$ cat config.mk
export PLATFORM = sky130hd
export DESIGN_NAME = revaluate_controller
export DESIGN_NICKNAME = d
export VERILOG_FILES = /design/src/rtl/revaluate_controller.sv
export SDC_FILE = /design/constraint.sdc
export NUM_CORES = 1
export LEC_CHECK = 0
export ABC_AREA = 1
export ABC_CLOCK_PERIOD_IN_PS = 3300
export CORE_MARGIN = 2
export CORE_UTILIZATION = 30
export CTS_CLUSTER_DIAMETER = 80
export DETAILED_ROUTE_END_ITERATION = 16
export DONT_BUFFER_PORTS = 1
export PLACE_DENSITY_LB_ADDON = 0.05
export SLEW_MARGIN = 10
export SYNTH_ARGS = -nofsm -noshare
export SYNTH_HDL_FRONTEND = slang
export SYNTH_SLANG_ARGS = --single-unit
export TNS_END_PERCENT = 1
$ cat constraint.sdc
create_clock -name clk -period 3.3 [get_ports clk]
set_input_delay 0.825 -clock clk [delete_from_list [all_inputs] [get_ports clk]]
set_output_delay 0.825 -clock clk [all_outputs]
set_load 0.02 [all_outputs]
$ cat src/rtl/revaluate_controller.sv
// Sequencing FSM for the revaluate datapath: read -> load -> write for every line of every file.
// Optional pause input is enabled by defining REVAL_CTRL_PAUSE_EN.
module revaluate_controller #(
  parameter int FILE_W         = 10,
  parameter int LINE_W         = 6,
  parameter int NUM_FILES      = 1024,
  parameter int LINES_PER_FILE = 64
) (
  input  logic              clk,
  input  logic              rst,
  input  logic              start,
`ifdef REVAL_CTRL_PAUSE_EN
  input  logic              pause,
`endif
  output logic              busy,
  output logic              done,
  output logic              read_file,
  output logic              write_reg,
  output logic              write_file,
  output logic [FILE_W-1:0] file_index,
  output logic [LINE_W-1:0] line_index
);

  typedef enum logic [2:0] {
    S_IDLE,
    S_READ,
    S_LOAD,
    S_WRITE,
    S_DONE
  } state_t;

  // Terminal values come from the parameters so non-power-of-two sizes stop correctly.
  localparam logic [FILE_W-1:0] LAST_FILE = FILE_W'(NUM_FILES - 1);
  localparam logic [LINE_W-1:0] LAST_LINE = LINE_W'(LINES_PER_FILE - 1);

  state_t            r_state;
  state_t            w_state_nxt;
  logic [FILE_W-1:0] r_file;
  logic [FILE_W-1:0] w_file_nxt;
  logic [LINE_W-1:0] r_line;
  logic [LINE_W-1:0] w_line_nxt;
  logic              w_pause;
  logic              w_active;

`ifdef REVAL_CTRL_PAUSE_EN
  assign w_pause = pause;
`else
  assign w_pause = 1'b0;
`endif

  always_ff @(posedge clk) begin
    if (rst) begin
      r_state <= S_IDLE;
      r_file  <= '0;
      r_line  <= '0;
    end else begin
      r_state <= w_state_nxt;
      r_file  <= w_file_nxt;
      r_line  <= w_line_nxt;
    end
  end

  always_comb begin
    w_state_nxt = r_state;
    w_file_nxt  = r_file;
    w_line_nxt  = r_line;
    case (r_state)
      S_IDLE: begin
        if (start) begin
          w_state_nxt = S_READ;
          w_file_nxt  = '0;
          w_line_nxt  = '0;
        end
      end
      S_READ: begin
        if (!w_pause) w_state_nxt = S_LOAD;
      end
      S_LOAD: begin
        if (!w_pause) w_state_nxt = S_WRITE;
      end
      S_WRITE: begin
        if (!w_pause) begin
          if (r_line != LAST_LINE) begin
            w_line_nxt  = r_line + LINE_W'(1);
            w_state_nxt = S_READ;
          end else if (r_file != LAST_FILE) begin
            w_line_nxt  = '0;
            w_file_nxt  = r_file + FILE_W'(1);
            w_state_nxt = S_READ;
          end else begin
            w_state_nxt = S_DONE;
          end
        end
      end
      S_DONE: begin
        w_state_nxt = S_IDLE;
        w_file_nxt  = '0;
        w_line_nxt  = '0;
      end
      default: begin
        w_state_nxt = S_IDLE;
        w_file_nxt  = '0;
        w_line_nxt  = '0;
      end
    endcase
  end

  // Strobes are decoded from the registered state; pause masks them without leaving the state.
  assign w_active   = (r_state == S_READ) || (r_state == S_LOAD) || (r_state == S_WRITE);
  assign busy       = w_active;
  assign done       = (r_state == S_DONE);
  assign read_file  = (r_state == S_READ)  && !w_pause;
  assign write_reg  = (r_state == S_LOAD)  && !w_pause;
  assign write_file = (r_state == S_WRITE) && !w_pause;
  assign file_index = r_file;
  assign line_index = r_line;

endmodule

# [Word level (Yosys, flattened, before mapping)]
# Cells that the tools add are included.
[op_classes] n_addsub=2 multipliers=0 div_mod_pow=0 magnitude_cmp=0 eq_ne=10 n_shift=0 muxes=12 bitwise=1 reduce_logical=6
[op_table] operator="$mux W10" count=3
[op_table] operator="$pmux W10 S3" count=1
[op_table] operator="$mux W6" count=3
[op_table] operator="$pmux W6 S3" count=1
[op_table] operator="$pmux W3 S4" count=1
[op_table] operator="$add A10 B1 Y10 const B" count=1
[op_table] operator="$ne A10 B10 Y1 const B" count=1
[op_table] operator="$mux W3" count=3
[op_table] operator="$add A6 B1 Y6 const B" count=1
[op_table] operator="$eq A3 B2 Y1 const B" count=2
[op_table] operator="$ne A6 B6 Y1 const B" count=1
[op_table] operator="$ne A2 B2 Y1 const B" count=2
[op_table] operator="$reduce_and A4 Y1" count=1
[op_table] operator="$eq A3 B1 Y1 const B" count=1
[op_table] operator="$eq A3 B3 Y1 const B" count=1
[op_table] operator="$logic_not A3 Y1" count=1
[op_table] operator="$ne A3 B1 Y1 const B" count=1
[op_table] operator="$reduce_and A3 Y1" count=1
[op_table] operator="$logic_or A1 B1 Y1" count=2
[op_table] operator="$ne A2 B1 Y1 const B" count=1
[op_table] operator="$reduce_or A2 Y1" count=1
[op_table] operator="$not A1 Y1" count=1
[totals] reg_bits=19 latchBits=0 ram_bits=0 mem_bits_ro=0 inputBits=3 out_inout_bits=21 elab_cells=34 mem_count=0

# [Logic depth before layout (Yosys ltp)]
[logic_depth] depth_word=4 ltp_mapped=10 depth_no_buf=10

# [Least setup slack after synthesis]
# Ideal clock, no wire load.
[synth_timing] path_type="in2reg" startpoint="input port rst" endpoint="register r_file[1] (netlist: file_index[1])" setup_ps=132 arrival_time_ps=1590 required_time_ps=3168 slack_ps=1578 path_stages=3 path_buffers=2 cell_sequence="clkbuf_1 > clkbuf_1 > nor2_1"
[synth_lines] item="start: declaration" line="10" rtl="input logic rst,"
[synth_lines] item="end signal: assignment" line="58" rtl="r_file <= w_file_nxt;"
[synth_lines] item="end: declaration" line="38" rtl="logic [FILE_W-1:0] r_file;"
# No word-level cell between the ends.

# [Final worst setup path]
[layout_timing] startpoint="register r_state[2]" endpoint="output port done"
[layout_between] elab_chain_len=1
[layout_rtl] item="start: declaration" line="36" rtl="state_t r_state;"
[layout_rtl] item="start signal: assignment" line="57" rtl="r_state <= w_state_nxt;"
[layout_rtl] item="$eq A3 B3 Y1" line="111" rtl="assign done = (r_state == S_DONE);"
[layout_rtl] item="end: declaration" line="16" rtl="output logic done,"
# No other way between the ends.

==> results.toml <==
[timing]
slew_headroom_pct = 58.73
hold_viol = 0
worst_slack_ns = 1.267
fin_worst_hold_slack_ns = 0.5704
max_freq_ghz = 0.4918
fin_tns_setup_ns = 0
skew_ns = 0.003522
tightest_slew_ns = 0.6144
fin_crit_sh_pct = 61.62
fin_crit_ns = 2.033
drv_slew = 0
rsz0062_at_grt = "no"
setup_violations = 0

[synth]
synthArstFlopShare_pct = 0
yosysTopAreaCell = "dfxtp_1"
syn_nets = 176
ys_seq_area_share_pct = 31.97
synth_area_leaders = "dfxtp_1 32%, nand2_1 14%, nand3_1 6.3%"
synthFlopType = "dfxtp_1"
yosys_warnings = 0
synth-edff-count = 0
synth_seq_cells = 19
synthCells = 171
syn-cell-area_um2 = 1190
avgSynthCellArea_um2 = 6.958
yosysUniqueCellTypes = 26
yosysTopAreaCellShare_pct = 31.97

[route]
dr_wl_met3_um = 137
vias_per_cell = 4.626
dr.pass1.iters = 4
route.detailed.drc = 0
met1Wirelength_mm = 1.158
dr_wl_met2_mm = 1.221
routed_wl_mm = 2.551
num_vias = 1013
postRouteAntennaNets = 0
detail_route.wl_per_cell_um = 11.65
highest_layer = "met4"
dr.first_iter.drc_count = 54

[clock_tree]
clkSinkCount = 19
clock_path_buffers = 2
post_cts_buffers = 0
clk_pin_slew_ns = 0.07
hold_buffers = 0
cts-root-buf = "clkbuf_8"
ctsResizeCount = 0
cts_max_level = 1
cts_tree = "built"
clk_latency_ns = 0.26
cts_buffers = 3

[global_route]
antenna_found_initial = 0
grt_usage_pct = 13.01
first_global_vias = 918
grt_pass1_wl_mm = 4.381
gr-total-overflow = 0
grt_max_degree = 20

[final_layout]
insertedDiodeCount = 0
nNetsFinal = 177
drive_above_1_share_pct = 18.71
n_fill_cell = 436
multi_input_area_um2 = 703.2
final_cells = 219
regArea_um2 = 380.4
syn2layout_area_growth_pct = 5.679

[die]
die-width_um = 66.98
dieArea_um2 = 4486
die_y_um = 66.98
start_util_pct = 31.78
rows = 22
fp.coreArea_um2 = 3744
io_pins = 24

[pwr]
powerDensity_nw_per_um2 = 388.3
vdd_drop_max_uv = 184.5
power.leakage_uw = 0.0004402

[setup_path]
worstPathArrival_ns = 1.21
startpoint_type = "register"
critPathMaxFanout = 4
worstPathRequired_ns = 2.47
critPathCaptureType = "output port"
critPathKind = "reg2out"

[run_status]
status = "finished clean"

[place]
placed_cells = 215
portBuffers = 0
gp_congestion = 0.7724
post-place-ws_ns = 1.347
dp_hpwl_mm = 1.949

[run]
max-cap-violations = 0

[hold_path]
min_path_type = "reg2reg"
-- cell usage in the layout (no fill, tap or decap), drive strengths merged --
| cell type | count |
|---|---|
| nand3 | 17 |
| xor2 | 3 |
| nor3 | 2 |
| inv | 18 |
| clkinv | 1 |
| dfxtp | 19 |
| nor2 | 25 |
| o31ai | 1 |
| xnor2 | 2 |
| nand3b | 1 |
| clkbuf | 3 |
| a21oi | 16 |
| ha | 2 |
| nand4 | 2 |
| nand2 | 55 |
| nor3b | 2 |
| or2 | 2 |
-- stage by stage --
stage,util [%],total power (µW),instance area (µm²)
CTS,33.59,499.7,1257
global placement,32.35,331.9,1211
finish,33.59,488.3,1257
detailed placement,32.35,332.9,1211
global route,33.59,524.6,1257
floorplan,-,333.4,1190
-- where the power goes --
| part | internal (µW) | switching [µW] | total [µW] | leakage, µW |
|---|---|---|---|---|
| sequential | 235 | 13.5 | 248 | 0.000154 |
| clock | 83.9 | 79.4 | 163 | 0.0000255 |
| combinational | 19.5 | 57.1 | 76.6 | 0.000261 |
-- routing by layer --
layer,up-vias,global-route usage [%]
met5,-,0
li1,544,-
met1,444,16.21
met3,4,4.730
met2,21,20.88
met4,0,3.827
-- kinds of logic after synthesis --
kind of cell | after synthesis | share of synthesized area [%]
and+or+nand+nor | 106 | 43.74
AOI/OAI and AO/OA | 17 | 9.569
buffers and inverters | 22 | 8.938
adders and majority gates | 2 | 2.103
DFF | 19 | 31.97
xor gates and xnor gates | 5 | 3.681
-- Yosys cell counts (2+ instances only) --
library cell  number
ha_1               2
nor3_1             2
nand2_2            9
nor2_4             2
clkbuf_1           2
inv_2              3
nor3b_1            2
a21oi_1            9
a21oi_2            7
nand3_1           15
inv_1             15
nor2_2             3
nand3_4            2
dfxtp_1           19
nand2_1           45
xor2_1             3
xnor2_1            2
nor2_1            20
nand4_1            2
-- worst paths after layout --
path	startpoint	endpoint	slack, ns	cells after the start
hold / removal	r_state[0]$_SDFFE_PP0P_	r_state[0]$_SDFFE_PP0P_	0.57	1
setup / recovery	r_state[2]$_SDFFE_PP0P_	done	1.27	2
hold reg to reg	r_state[0]$_SDFFE_PP0P_	r_state[0]$_SDFFE_PP0P_	0.57	1
setup reg to reg	line_index[0]$_SDFFE_PP0P_	file_index[1]$_SDFFE_PP0P_	1.38	10
-- cell type report --
| type | count | area share, % |
|---|---|---|
| Multi-Input combinational cell | 130 | 55.92 |
| Clock buffer | 3 | 3.284 |
| Tap cell | 48 | 4.776 |
| Clock inverter | 1 | 0.3980 |
| Sequential cell | 19 | 30.25 |
| Inverter | 18 | 5.373 |
-- state kept, by name (all words and copies together) (netlist names) --
register,count
file_index,10
line_index,6
r_state,3
-- critical path: stages (launching register included) --
cell and delay [ns]:
dfxtp_1 0.39, inv_2 0.08, nor3_1 0.48
No activity file was read; power rests on OpenSTA's default activity.
